$ cat config.mk
export PLATFORM = sky130hd
export DESIGN_NAME = serial_sub_flat
export DESIGN_NICKNAME = d
export VERILOG_FILES = /design/src/rtl/serial_sub_if.sv /design/src/rtl/serial_sub.sv /design/src/flat_wrapper.sv
export SDC_FILE = /design/constraint.sdc
export NUM_CORES = 1
export LEC_CHECK = 0
export CELL_PAD_IN_SITES_DETAIL_PLACEMENT = 0
export CELL_PAD_IN_SITES_GLOBAL_PLACEMENT = 2
export CORE_ASPECT_RATIO = 0.7
export CORE_MARGIN = 2
export CORE_UTILIZATION = 29
export CTS_BUF_LIST = sky130_fd_sc_hd__clkbuf_4 sky130_fd_sc_hd__clkbuf_8 sky130_fd_sc_hd__clkbuf_16
export DETAILED_ROUTE_END_ITERATION = 10
export GPL_TIMING_DRIVEN = 0
export HOLD_SLACK_MARGIN = 0.1
export PLACE_DENSITY_LB_ADDON = 0.1
export SYNTH_ARGS = -nofsm -noshare
export SYNTH_HDL_FRONTEND = slang
export SYNTH_SLANG_ARGS = --single-unit
$ cat constraint.sdc
create_clock -name clk -period 1.7 [get_ports clk]
set_input_delay 0.34 -clock clk [delete_from_list [all_inputs] [get_ports clk]]
set_output_delay 0.34 -clock clk [all_outputs]
set_load 0.05 [all_outputs]
$ cat src/rtl/serial_sub_if.sv
// Operand/result bundle for the bit-serial subtractor.
// SERIAL_SUB_OVF_EN adds the signed-overflow flag.
interface serial_sub_if #(
  parameter int WIDTH = 4
);
  logic             start;
  logic [WIDTH-1:0] a;
  logic [WIDTH-1:0] b;
  logic             busy;
  logic             done;
  logic [WIDTH-1:0] d;
  logic             bo;
`ifdef SERIAL_SUB_OVF_EN
  logic             ovf;

  modport master (
    output start, a, b,
    input  busy, done, d, bo, ovf
  );
  modport slave (
    input  start, a, b,
    output busy, done, d, bo, ovf
  );
`else
  modport master (
    output start, a, b,
    input  busy, done, d, bo
  );
  modport slave (
    input  start, a, b,
    output busy, done, d, bo
  );
`endif
endinterface

$ cat src/rtl/serial_sub.sv
// Bit-serial WIDTH-bit subtractor, LSB first, one bit per clock.
// Define SERIAL_SUB_OVF_EN for the signed overflow output.
module serial_sub #(
  parameter int WIDTH = 4
) (
  input  logic        clk,
  input  logic        rst,
  serial_sub_if.slave bus
);

  localparam int CW = (WIDTH > 2) ? $clog2(WIDTH) : 1;
  localparam logic [CW-1:0] LAST = CW'(WIDTH - 1);

  typedef enum logic [1:0] {
    IDLE,
    RUN,
    DONE
  } state_e;

  state_e           state_q, state_d;
  logic [WIDTH-1:0] sa_q, sa_d;
  logic [WIDTH-1:0] sb_q, sb_d;
  logic [WIDTH-2:0] res_q, res_d;
  logic             brw_q, brw_d;
  logic [CW-1:0]    cnt_q, cnt_d;
  logic [WIDTH-1:0] d_q, d_d;
  logic             bo_q, bo_d;

  logic             dbit;
  logic             brw_nxt;
  logic [WIDTH-1:0] full;
  logic             accept;

  assign dbit    = sa_q[0] ^ sb_q[0] ^ brw_q;
  assign brw_nxt = (~sa_q[0] & sb_q[0])
                 | (~(sa_q[0] ^ sb_q[0]) & brw_q);
  // The new bit enters at the MSB; after WIDTH steps bit 0 is the LSB.
  assign full    = {dbit, res_q};
  assign accept  = bus.start
                && (state_q == IDLE || state_q == DONE);

`ifdef SERIAL_SUB_OVF_EN
  logic am_q, am_d;
  logic bm_q, bm_d;
  logic ovf_q, ovf_d;
`endif

  always_comb begin
    state_d = state_q;
    sa_d    = sa_q;
    sb_d    = sb_q;
    res_d   = res_q;
    brw_d   = brw_q;
    cnt_d   = cnt_q;
    d_d     = d_q;
    bo_d    = bo_q;
`ifdef SERIAL_SUB_OVF_EN
    am_d    = am_q;
    bm_d    = bm_q;
    ovf_d   = ovf_q;
`endif
    unique case (state_q)
      RUN: begin
        sa_d  = {1'b0, sa_q[WIDTH-1:1]};
        sb_d  = {1'b0, sb_q[WIDTH-1:1]};
        res_d = full[WIDTH-1:1];
        brw_d = brw_nxt;
        cnt_d = cnt_q + 1'b1;
        if (cnt_q == LAST) begin
          state_d = DONE;
          d_d     = full;
          bo_d    = brw_nxt;
`ifdef SERIAL_SUB_OVF_EN
          ovf_d   = (am_q != bm_q) && (dbit != am_q);
`endif
        end
      end
      default: begin
        state_d = IDLE;
        if (accept) begin
          state_d = RUN;
          sa_d    = bus.a;
          sb_d    = bus.b;
          brw_d   = 1'b0;
          cnt_d   = '0;
`ifdef SERIAL_SUB_OVF_EN
          am_d    = bus.a[WIDTH-1];
          bm_d    = bus.b[WIDTH-1];
`endif
        end
      end
    endcase
  end

  always_ff @(posedge clk) begin
    if (rst) begin
      state_q <= IDLE;
      sa_q    <= '0;
      sb_q    <= '0;
      res_q   <= '0;
      brw_q   <= 1'b0;
      cnt_q   <= '0;
      d_q     <= '0;
      bo_q    <= 1'b0;
    end else begin
      state_q <= state_d;
      sa_q    <= sa_d;
      sb_q    <= sb_d;
      res_q   <= res_d;
      brw_q   <= brw_d;
      cnt_q   <= cnt_d;
      d_q     <= d_d;
      bo_q    <= bo_d;
    end
  end

`ifdef SERIAL_SUB_OVF_EN
  always_ff @(posedge clk) begin
    if (rst) begin
      am_q  <= 1'b0;
      bm_q  <= 1'b0;
      ovf_q <= 1'b0;
    end else begin
      am_q  <= am_d;
      bm_q  <= bm_d;
      ovf_q <= ovf_d;
    end
  end

  assign bus.ovf = ovf_q;
`endif

  assign bus.busy = (state_q == RUN);
  assign bus.done = (state_q == DONE);
  assign bus.d    = d_q;
  assign bus.bo   = bo_q;

endmodule

$ cat src/flat_wrapper.sv
// flat-port wrapper written by rule: the top's interface ports become plain ports
module serial_sub_flat 
#(
  parameter int WIDTH = 4
)
  (clk, rst, bus_start, bus_a, bus_b, bus_busy, bus_done, bus_d, bus_bo);
  serial_sub_if #(.WIDTH(WIDTH)) bus_i ();
  input  logic clk;
  input  logic rst;
  input wire logic [$bits(bus_i.start)-1:0] bus_start;
  input wire logic [$bits(bus_i.a)-1:0] bus_a;
  input wire logic [$bits(bus_i.b)-1:0] bus_b;
  output wire logic [$bits(bus_i.busy)-1:0] bus_busy;
  output wire logic [$bits(bus_i.done)-1:0] bus_done;
  output wire logic [$bits(bus_i.d)-1:0] bus_d;
  output wire logic [$bits(bus_i.bo)-1:0] bus_bo;
  assign bus_i.start = bus_start;
  assign bus_i.a = bus_a;
  assign bus_i.b = bus_b;
  assign bus_busy = bus_i.busy;
  assign bus_done = bus_i.done;
  assign bus_d = bus_i.d;
  assign bus_bo = bus_i.bo;
  serial_sub #(.WIDTH(WIDTH)) u_core (.clk(clk), .rst(rst), .bus(bus_i));
endmodule
### Word-level counts from Yosys, hierarchy flattened

Cells that the tools add are included.

| word-level totals | value |
|---|---|
| bits in registers | 21 |
| word-level logic and storage cells | 39 |
| input port bits | 11 |

| cells by class | value |
|---|---|
| bitwise logic cells | 7 |
| $add $sub $neg | 1 |
| eq/ne operators | 4 |
| multiplexer cells | 11 |
| reductions and logical operators | 6 |

Operator list:

| kind | number |
|---|---|
| $mux W3 | 4 |
| $mux W2 | 4 |
| $eq A2 B2 Y1 const B | 2 |
| $mux W1 | 3 |
| $add A2 B1 Y2 const B | 1 |
| $and A1 B1 Y1 | 2 |
| $eq A2 B1 Y1 const B | 1 |
| $logic_not A2 Y1 | 1 |
| $ne A2 B1 Y1 const B | 1 |
| $not A1 Y1 | 2 |
| $reduce_and A2 Y1 | 1 |
| $reduce_bool A2 Y1 | 1 |
| $reduce_or A2 Y1 | 1 |
| $xor A1 B1 Y1 | 2 |
| $logic_and A1 B1 Y1 | 1 |
| $logic_or A1 B1 Y1 | 1 |
| $or A1 B1 Y1 | 1 |

### Logic depth before layout (Yosys ltp)

Gate-level depths: netlist (run 1).

| logic depth | value |
|---|---|
| depth after elaboration | 5 |
| gate-level depth with buffers | 5 |

### Worst setup path after synthesis (run 1)

No wires, ideal clock.

| path | value |
|---|---|
| kind | flip-flop to flip-flop |
| from | reg u_core.sb_q[0] |
| to | reg u_core.brw_q |
| library setup time | 96 ps |
| data required time | 1604 ps |
| path buffers | 0 |
| slack | 408 ps |
| stages on the path, launching flop included | 5 |
| data arrival time | 1197 ps |
| cell sequence | dfxtp_1 -> inv_1 -> fa_1 -> or3_1 -> o41ai_2 |

| between the ends | value |
|---|---|
| cells in the longest elaborated chain, start to end | 5 |

RTL lines:

| item | line | text |
|---|---|---|
| from (decl) | serial_sub.sv:22 | `logic [WIDTH-1:0] sb_q, sb_d;` |
| from (signal assigned) | serial_sub.sv:99 | `sb_q <= '0;` |
| from (signal assigned) | serial_sub.sv:108 | `sb_q <= sb_d;` |
| $xor A1 B1 Y1 | serial_sub.sv:36 | `\| (~(sa_q[0] ^ sb_q[0]) & brw_q);` |
| $not A1 Y1 | serial_sub.sv:36 |  |
| $and A1 B1 Y1 | serial_sub.sv:36 |  |
| $or A1 B1 Y1 * | serial_sub.sv:36 |  |
| $mux W1 * | serial_sub.sv:62 | `unique case (state_q)` |
| to (signal assigned) | serial_sub.sv:110 | `brw_q <= brw_d;` |
| to (decl) | serial_sub.sv:24 | `logic brw_q, brw_d;` |

Every way passes the cells marked *; elsewhere a longest branch is shown, timed or not.
A chain may end at the register's enable or synchronous reset.

### Worst setup path in the final report (run 1)

| path | value |
|---|---|
| from | reg u_core.state_q[0] |
| to | out bus_done |

| between the ends | value |
|---|---|
| cells in the longest elaborated chain, start to end | 1 |

RTL lines:

| item | line | text |
|---|---|---|
| from (decl) | serial_sub.sv:20 | `state_e state_q, state_d;` |
| from (signal assigned) | serial_sub.sv:106 | `state_q <= state_d;` |
| $eq A2 B2 Y1 | serial_sub.sv:134 | `assign bus.done = (state_q == DONE);` |
| to (decl) | flat_wrapper.sv:14 | `output wire logic [$bits(bus_i.done)-1:0] bus_done;` |

Every way passes these cells.

==> results.txt, run 1 <==
----------------------------------------------------
[Logic synthesis]
  Summed instance area of the synthesized netlist ... 868 um^2
  Total of warnings raised by yosys ... 0
  Library cells used by synthesis ... 26
  Proportion of netlist area held by the largest area contributor ... 48.4%
  FF+latch count, synth ... 21
  Cell type with the largest total area after synthesis ... dfxtp_1
  Synth area leaders ... dfxtp_1, a21oi_1, nand3_1, a22oi_1, nand2_1
  Syn Nets ... about 110
  Syn Inst Count ... 95
  Seq/Total Area, Yosys ... 48.4%
  Post-Syn Area per Cell ... between 9 and 10 um^2

[STA]
  Setup violation total in the final timing report ... 0
  Shortest clock period the worst path allows after layout ... about 1.6 ns
  Fmax ... 0.611 GHz
  Sum of negative setup slack ... 0 ns
  Final Max Tran Viols ... 0
  Hold violation total from the final report ... 0
  Fin worst setup slack ... ~0.064 ns
  Ratio of final minimum period to clock period ... a little over nine tenths
  Slew headroom ... around 64%
  Worst Max-Slew Pin Slew ... between 0.5 and 0.6 ns
  Unrepaired setup endpoints after global routing ... no
  Final worst clock skew ... between 0.0008 and 0.0009 ns

[Detailed routing]
  Final antenna-violating net count ... 0
  Vias per inst ... between 4 and 5
  DRC Markers ... 0
  DRT Pass-1 Iters ... 4
  Starting DRT DRC Count ... between 40 and 50
  Mean routed wirelength per cell ... 12.8 um
  DRT Wirelength ... around 1900 um
  Total number of vias ... 708

[Clock network]
  H-tree depth ... 1
  Post-CTS setup buffer count ... 0
  Num Clock Sinks ... 21
  Maximum buffer depth of the clock tree ... 2
  Worst-Skew Late Latency ... approximately 0.26 ns
  Root Driver ... clkbuf_8
  CTS tree ... yes
  Worst-path clk slew ... about 0.070 ns
  Total CTS buffers ... 3

[Worst setup path]
  CP Cell Sequence ... and2b_1 > clkdlybuf4s15_1
  Total buffers and inverters traversed by the critical path ... 1
  Delay contributed by the slowest stage of the critical path ... 0.44 ns
  Worst Setup Path Type ... reg2out
  Worst setup slack for register-to-register paths ... 0.34 ns
  Required time at the endpoint of the critical path ... 1.36 ns
  CP Max Fanout ... 5
  Worst setup EP type ... output port
  Critical register-to-register path startpoint ... u_core.sb_q[0]$_SDFFE_PP0P_
  Critical Path AT ... about 1.3 ns
  CP top delay family ... buffers and inverters
  Startpoint class of the critical path ... register
  Endpoint of the worst register-to-register path ... u_core.brw_q$_SDFFE_PP0P_
  Worst R2R Path Depth ... 4
  Crit path max-delay cell type ... clkdlybuf4s15_1

[Finish]
  Final #Nets ... 130
  Area taken by multi-input logic gates ... slightly below 400 um^2
  Ratio of cells with drive above 1 in the final layout ... between 10% and 20%
  Number of diodes added for antenna fixing ... 0
  Layout fillers ... 304
  Post-Layout Inst Area ... 1120 um^2
  Final core area utilization ... ~40%
  Area of all sequential standard cells ... 420 um^2
  Area added between synthesis and finish ... 29.4%

[Global routing]
  Largest net degree at the start of global routing ... 12
  Via count of the first global-routing pass ... 632
  Number of antenna violations at the first check in global routing ... 0
  Global route overflow ... 0
  GR Util All Layers ... between 10% and 20%
  Global-route wire length before repair ... ~3100 um

[Place]
  Routability cong. ... approximately 0.66
  Port Buffer Count ... 17
  Half-perimeter wire length after detailed placement ... around 1400 um
  Pre-CTS worst setup slack ... -0.240 ns
  Post-placement cell area ... between 1000 and 1500 um^2

[Die]
  Initial standard-cell utilization of the core ... between 30% and 40%
  I/O pin count ... 18
  Row Count ... 16
  Die X ... 69.4 um
  Total core area ... approximately 2800 um^2
  Die H ... about 50 um
  Full die area ... 3450 um^2

[Power and ir drop]
  Power per unit of standard cell area ... about 900 nW/um^2
  LEAKAGE ... 0.429 nW
  Worst supply voltage drop on vdd ... 0.416 mV

[Hold path]
  Class of the tightest hold or removal check ... reg2reg
  Destination of the worst hold path ... u_core.bus.d[2]$_SDFFE_PP0P_
  Hold_sp ... u_core.bus.d[2]$_SDFFE_PP0P_
  Min-Delay Path Depth ... 2

[Job]
  Count of max-cap constraint violations ... 0

[Outcome]
  Result of the run ... finished, final reports clean

----------------------------------------------------
==> metrics by stage <==
stage	instances	hold WS, ns	power (mW)
global route	152	0.483	1.06
detailed placement	148	0.447	0.678
global placement	148	0.445	0.677
CTS	152	0.455	1.02
finish	152	0.452	1.00
floorplan	95	0.437	0.622
==> flip-flops by register name, indices dropped and copies added, names as in the netlist <==
name and flops:
u_core.res_q 3, u_core.brw_q 1, u_core.cnt_q 2, u_core.bus.bo 1, u_core.sa_q 4, u_core.sb_q 4, u_core.state_q 2, u_core.bus.d 4
==> worst register-to-register path, cell delays in order (launching register included) <==
cell     delay (ns)
dfxtp_1        0.33
inv_1          0.06
fa_1           0.45
or3_1          0.37
o41ai_2        0.05
==> area by class of cell <==
type | instances | area share, %
Buffer | 8 | 4.34
Clock buffer | 4 | 4.34
Inverter | 3 | 1.00
Multi-Input combinational cell | 63 | 34.5
Sequential cell | 21 | 37.4
Tap cell | 36 | 4.01
Timing Repair Buffer | 17 | 14.4
==> how the worst max path moves through the flow <==
stage | from | to | depth (start not counted)
2_1_floorplan | u_core.sb_q[0]$_SDFFE_PP0P_ | u_core.brw_q$_SDFFE_PP0P_ | 4
3_3_place_gp | u_core.state_q[1]$_SDFFE_PP0P_ | bus_busy | 4
3_5_place_dp | u_core.state_q[1]$_SDFFE_PP0P_ | bus_busy | 4
4_1_cts | u_core.state_q[1]$_SDFFE_PP0P_ | bus_busy | 4
5_1_grt | u_core.state_q[0]$_SDFFE_PP0P_ | bus_done | 2
6_report | u_core.state_q[0]$_SDFFE_PP0P_ | bus_done | 2
==> per-layer routing <==
metal | vias to the layer above | GRT usage (%) | part of all wire [%]
met5 | - | 0 | 0
met1 | 323 | 16.8 | 54
met4 | 0 | 3.92 | 0.67
met2 | 10 | 16.7 | 41
li1 | 373 | - | -
met3 | 2 | 5.32 | 4.3
==> cells in the final DEF, fill, tap and decap left out, drive strengths merged <==
master,instances
dfxtp,21
a21oi,16
nand3,12
nand2,11
clkdlybuf4s50,10
buf,7
a22oi,6
clkbuf,6
dlygate4sd2,5
inv,3
nand2b,3
nor2,2
mux2i,2
nor3,2
and2b,1
nor2b,1
o21a,1
nand3b,1
a311oi,1
or3,1
o41ai,1
fa,1
ha,1
clkdlybuf4s15,1
==> Yosys cell counts <==
library cell / number
nand3_1: 12
a22oi_1: 6
nor2b_1: 1
a21oi_2: 1
o21a_1: 1
mux2i_1: 2
buf_4: 2
nor2_1: 2
nand2_1: 11
dfxtp_1: 21
or3_1: 1
inv_1: 2
nand2b_1: 2
nor3_1: 2
nand2b_2: 1
buf_6: 1
buf_2: 3
and2b_1: 1
fa_1: 1
nand3b_1: 1
a21oi_1: 15
a311oi_2: 1
o41ai_2: 1
inv_2: 1
ha_1: 1
clkbuf_1: 2
==> power breakdown <==
group | internal, mW | switching (mW) | leakage [nW]
clock | 0.183 | 0.153 | 0.0262
combinational | 0.0622 | 0.0780 | 0.232
sequential | 0.512 | 0.0127 | 0.171
total | 0.757 | 0.244 | 0.429
==> kinds of logic after synthesis <==
group / Yosys count / synth area share, %
DFF: 21 / 48.4
buffers and inverters: 11 / 6.92
muxes: 2 / 2.31
adders and majority gates: 2 / 3.75
and+or+nand+nor: 34 / 19.3
AOI/OAI and AO/OA: 25 / 19.3
==> timing repair <==
action | CTS | global route
endpoints found under the hold margin | 0 | 0
pin swaps | 0 | 0
resized for setup | 11 | 3
setup endpoints to repair | 7 | 2
hold buffers | 0 | 0
Power figures use the tool's default switching activity.
==> run 2, diff against run 1 <==
--- a/config.mk
+++ b/config.mk
@@ -6,12 +6,12 @@
 export NUM_CORES = 1
 export LEC_CHECK = 0
+export ABC_AREA = 1
 export CELL_PAD_IN_SITES_DETAIL_PLACEMENT = 0
 export CELL_PAD_IN_SITES_GLOBAL_PLACEMENT = 2
 export CORE_ASPECT_RATIO = 0.7
 export CORE_MARGIN = 2
-export CORE_UTILIZATION = 29
+export CORE_UTILIZATION = 28
 export CTS_BUF_LIST = sky130_fd_sc_hd__clkbuf_4 sky130_fd_sc_hd__clkbuf_8 sky130_fd_sc_hd__clkbuf_16
 export DETAILED_ROUTE_END_ITERATION = 10
-export GPL_TIMING_DRIVEN = 0
 export HOLD_SLACK_MARGIN = 0.1
 export PLACE_DENSITY_LB_ADDON = 0.1
==> constraint.sdc (replaced) <==
create_clock -name clk -period 1.7 [get_ports clk]
set_input_delay 0.255 -clock clk [delete_from_list [all_inputs] [get_ports clk]]
set_output_delay 0.255 -clock clk [all_outputs]
set_load 0.05 [all_outputs]
==> run 2 against run 1 <==
Effect of this change: clock-buffer cell count stayed put; setup slack better by 0.15 ns; register-to-register slack better by 0.06 ns; global-route usage hardly changed; largest power group unchanged; via count is 7.1% higher; clock power is 2% lower; non-clock buffer count is 6 lower; routed wire length is 0.57% higher; sequential power is 2% higher; final area is 2.4% higher; sequential share of layout area is 0.89 points lower; utilization is 2.7 points lower.
==> results.txt, run 2 <==
----------------------------------------------------
[Place]
  Half-perimeter wire length after detailed placement ... 1450 um (+4.4%)
  Number of placed cells counting well taps ... 167 (+13%)
  Port Buffer Count ... 17 (unchanged)
  Routability cong. ... 0.685 (+3.3%)
  Post-placement cell area ... 1100 um^2 (+1.7%)

[Logic synthesis]
  Commonest register cell after synthesis ... dfxtp_1
  Syn Nets ... 128 (+19%)
  Proportion of netlist area held by the largest area contributor ... 47.0% (-1.4 points)
  Post-Syn Area per Cell ... 7.78 um^2 (-15%)
  Seq/Total Area, Yosys ... 47.0% (-1.4 points)
  Fraction of registers with async set or reset after synthesis ... 0% (unchanged)
  Cell type with the largest total area after synthesis ... dfxtp_1
  FF+latch count, synth ... 21 (unchanged)
  Synth area leaders ... dfxtp_1, nand3_1, a21oi_1, nand2_1, inv_1
  Total of warnings raised by yosys ... 0 (unchanged)
  Library cells used by synthesis ... 18 (-31%)
  Commonest cells post-synth ... nand3_1, dfxtp_1, nand2_1, a21oi_1, inv_1
  Summed instance area of the synthesized netlist ... 895 um^2 (+3.0%)
  Post-synth EDFFs ... 0 (unchanged)
  Dominant cell by count in the synthesized netlist ... nand3_1
  Syn Inst Count ... 115 (+21%)

[STA]
  Ratio of final minimum period to clock period ... 87.4% (-8.9 points)
  Setup violation total in the final timing report ... 0 (unchanged)
  Fmax ... 0.673 GHz (+10%)
  Worst Max-Slew Pin Slew ... 0.300 ns (-0.244 ns)
  Hold violation total from the final report ... 0 (unchanged)
  Slew headroom ... 80.0% (+16 points)
  Unrepaired setup endpoints after global routing ... no
  Final Max Tran Viols ... 0 (unchanged)
  Final worst clock skew ... 0.00140 ns (+0.000590 ns)
  Sum of negative setup slack ... 0 ns (unchanged)
  Shortest clock period the worst path allows after layout ... 1.49 ns (-0.151 ns)

[Power and ir drop]
  Net Sw Power ... 0.245 mW (+0.33%)
  Reg power frac ... 53.0% (+0.6 points)
  LEAKAGE ... 0.484 nW (+13%)
  Total power consumption of the routed design ... 1.01 mW (+0.51%)
  Internal power ... 0.761 mW (+0.56%)
  Clock power frac ... 32.9% (-0.7 points)
  Net switching fraction of the power ... 24.3% (-0.043 points)
  Power per unit of standard cell area ... 874 nW/um^2 (-1.9%)
  Worst supply voltage drop on vdd ... 0.510 mV (+23%)
  Logic pwr share ... 14.2% (+0.2 points)

[Worst setup path]
  Worst Setup Path Type ... reg2out
  Worst setup EP type ... output port
  CP top delay family ... flip-flops
  Critical Path AT ... 1.23 ns (-0.07 ns)
  Startpoint class of the critical path ... register
  CP Launch Point ... u_core.state_q[0]$_SDFFE_PP0P_
  Required time at the endpoint of the critical path ... 1.44 ns (+0.08 ns)
  Critical register-to-register path startpoint ... u_core.state_q[0]$_SDFFE_PP0P_
  CP Max Fanout ... 8 (+3)
  Delay contributed by the slowest stage of the critical path ... 0.50 ns (+0.06 ns)
  Total buffers and inverters traversed by the critical path ... 2 (+1)
  Crit path max-delay cell type ... dfxtp_1
  CP Cell Sequence ... inv_4 > nor2_4 > buf_12

[Global routing]
  Global-route wire length before repair ... 3310 um (+5.1%)
  Via count of the first global-routing pass ... 711 (+13%)
  Largest net degree at the start of global routing ... 17 (+5)
  Number of antenna violations at the first check in global routing ... 0 (unchanged)
  Global route overflow ... 0 (unchanged)
  GR Util All Layers ... 12.1% (-0.043 points)

[Die]
  Die X ... 71.6 um (+3.1%)
  Initial standard-cell utilization of the core ... 28.8% (-2.0 points)
  Row Count ... 17 (+1)
  Total core area ... 3110 um^2 (+10%)
  I/O pin count ... 18 (unchanged)
  Full die area ... 3670 um^2 (+6.2%)
  Die H ... 51.3 um (+3.0%)

[Detailed routing]
  DRT Pass-1 Iters ... 4 (unchanged)
  Mean routed wirelength per cell ... 11.4 um (-11%)
  Starting DRT DRC Count ... 34 (-17%)
  DRC Markers ... 0 (unchanged)
  Vias per inst ... 4.43 (-4.8%)
  Final antenna-violating net count ... 0 (unchanged)
  Total number of vias ... 758 (+7.1%)
  DRT Wirelength ... 1950 um (+0.57%)

[Finish]
  Ratio of cells with drive above 1 in the final layout ... 15.8% (+2.0 points)
  Cell Count, Final, Fillers Out ... 171 (+13%)
  Layout fillers ... 318 (+4.6%)
  Highest-count cells in the layout ignoring fill and taps ... nand3_1, dfxtp_1, nand2_1
  Area taken by multi-input logic gates ... 375 um^2 (-3.2%)
  Post-Layout Inst Area ... 1150 um^2 (+2.4%)
  Final core area utilization ... 37.1% (-2.7 points)
  Most frequent standard cell in the layout excluding fill and tap cells ... nand3_1
  Area added between synthesis and finish ... 28.7%
  Final #Nets ... 147 (+13%)
  Number of diodes added for antenna fixing ... 0 (unchanged)
  Area of all sequential standard cells ... 420 um^2 (unchanged)

[Outcome]
  Result of the run ... finished, final reports clean

[Clock network]
  Total CTS buffers ... 3 (unchanged)
  Worst-path clk slew ... 0.07 ns (about the same)
  CTS tree ... yes
  Num Clock Sinks ... 21 (unchanged)
  Post-cts repair resize count ... 0 (-11)
  Maximum buffer depth of the clock tree ... 2 (unchanged)
  # hold bufs at CTS ... 0 (unchanged)
  Root Driver ... clkbuf_8
  Post-CTS setup buffer count ... 0 (unchanged)
  H-tree depth ... 1 (unchanged)
  Worst-Skew Late Latency ... 0.25 ns (about the same)

[Hold path]
  Hold_sp ... u_core.res_q[0]$_SDFFE_PP0P_
  Class of the tightest hold or removal check ... reg2reg

[Job]
  Count of max-cap constraint violations ... 0 (unchanged)

----------------------------------------------------
==> run 2: cell count changes after synthesis, moves of 4 or more <==
cell,change
inv_1,+11
o21ai_1,+4
nand2_1,+6
nand3_1,+13
o21ai_0,+4
a22oi_1,-6
==> run 2: power groups by stage <==
stage	Sequential (mW)	Combinational, mW	Clock, mW
floorplan	0.537	0.0974	0
global placement	0.545	0.144	0
detailed placement	0.544	0.144	0
CTS	0.533	0.145	0.345
global route	0.536	0.162	0.381
finish	0.533	0.142	0.330
==> run 2: final timing paths <==
check / slack (ns) / cells past startpoint / endpoint
worst max register to register: 0.40 / 4 / u_core.state_q[0]$_SDFFE_PP0P_
worst min-delay path: 0.46 / 2 / u_core.res_q[0]$_SDFFE_PP0P_
worst min register to register: 0.46 / 2 / u_core.res_q[0]$_SDFFE_PP0P_
worst max-delay path: 0.21 / 3 / bus_busy
==> run 2: logic make-up (layout without fill, tap and decap cells) <==
kind of cell	after synthesis	after routing	share of synthesized area, %
AND/OR/NAND/NOR	48	48	26.0
buffers and inverters	22	40	11.0
adder cells (fa/ha/maj)	2	2	3.64
AO/OA/AOI/OAI	22	22	12.3
flip-flops	21	21	47.0
==> run 2: worst reg2reg max path: stages (launching register included) <==
cell and delay (ns):
dfxtp_1 0.50, inv_4 0.11, nor2_4 0.21, nand2_1 0.20
and3_1 0.19
==> run 2: metrics by stage <==
step,hold slack (ns),setup WS (ns)
6_report,0.456,0.214
5_1_grt,0.490,0.114
4_1_cts,0.461,0.185
3_5_place_dp,0.449,0.236
3_3_place_gp,0.443,0.274
2_1_floorplan,0.395,0.340
==> run 2: final cells by class <==
class	instances	share of cell area, %
clock buffers	4	4.24
inverters	17	5.76
multi-input cells	72	32.6
flip-flops and latches	21	36.5
well taps	38	4.13
repair buffers	19	16.7
==> run 2: layer usage <==
metal | vias to the layer above | share of wire, % | routed length (um) | GRT usage (%)
li1 | 410 | - | - | -
met1 | 335 | 54 | 1050 | 16.7
met2 | 11 | 41 | 792 | 17.4
met3 | 2 | 4.8 | 94 | 4.73
met4 | 0 | 0.72 | 14 | 2.83
met5 | - | 0 | 0 | 0
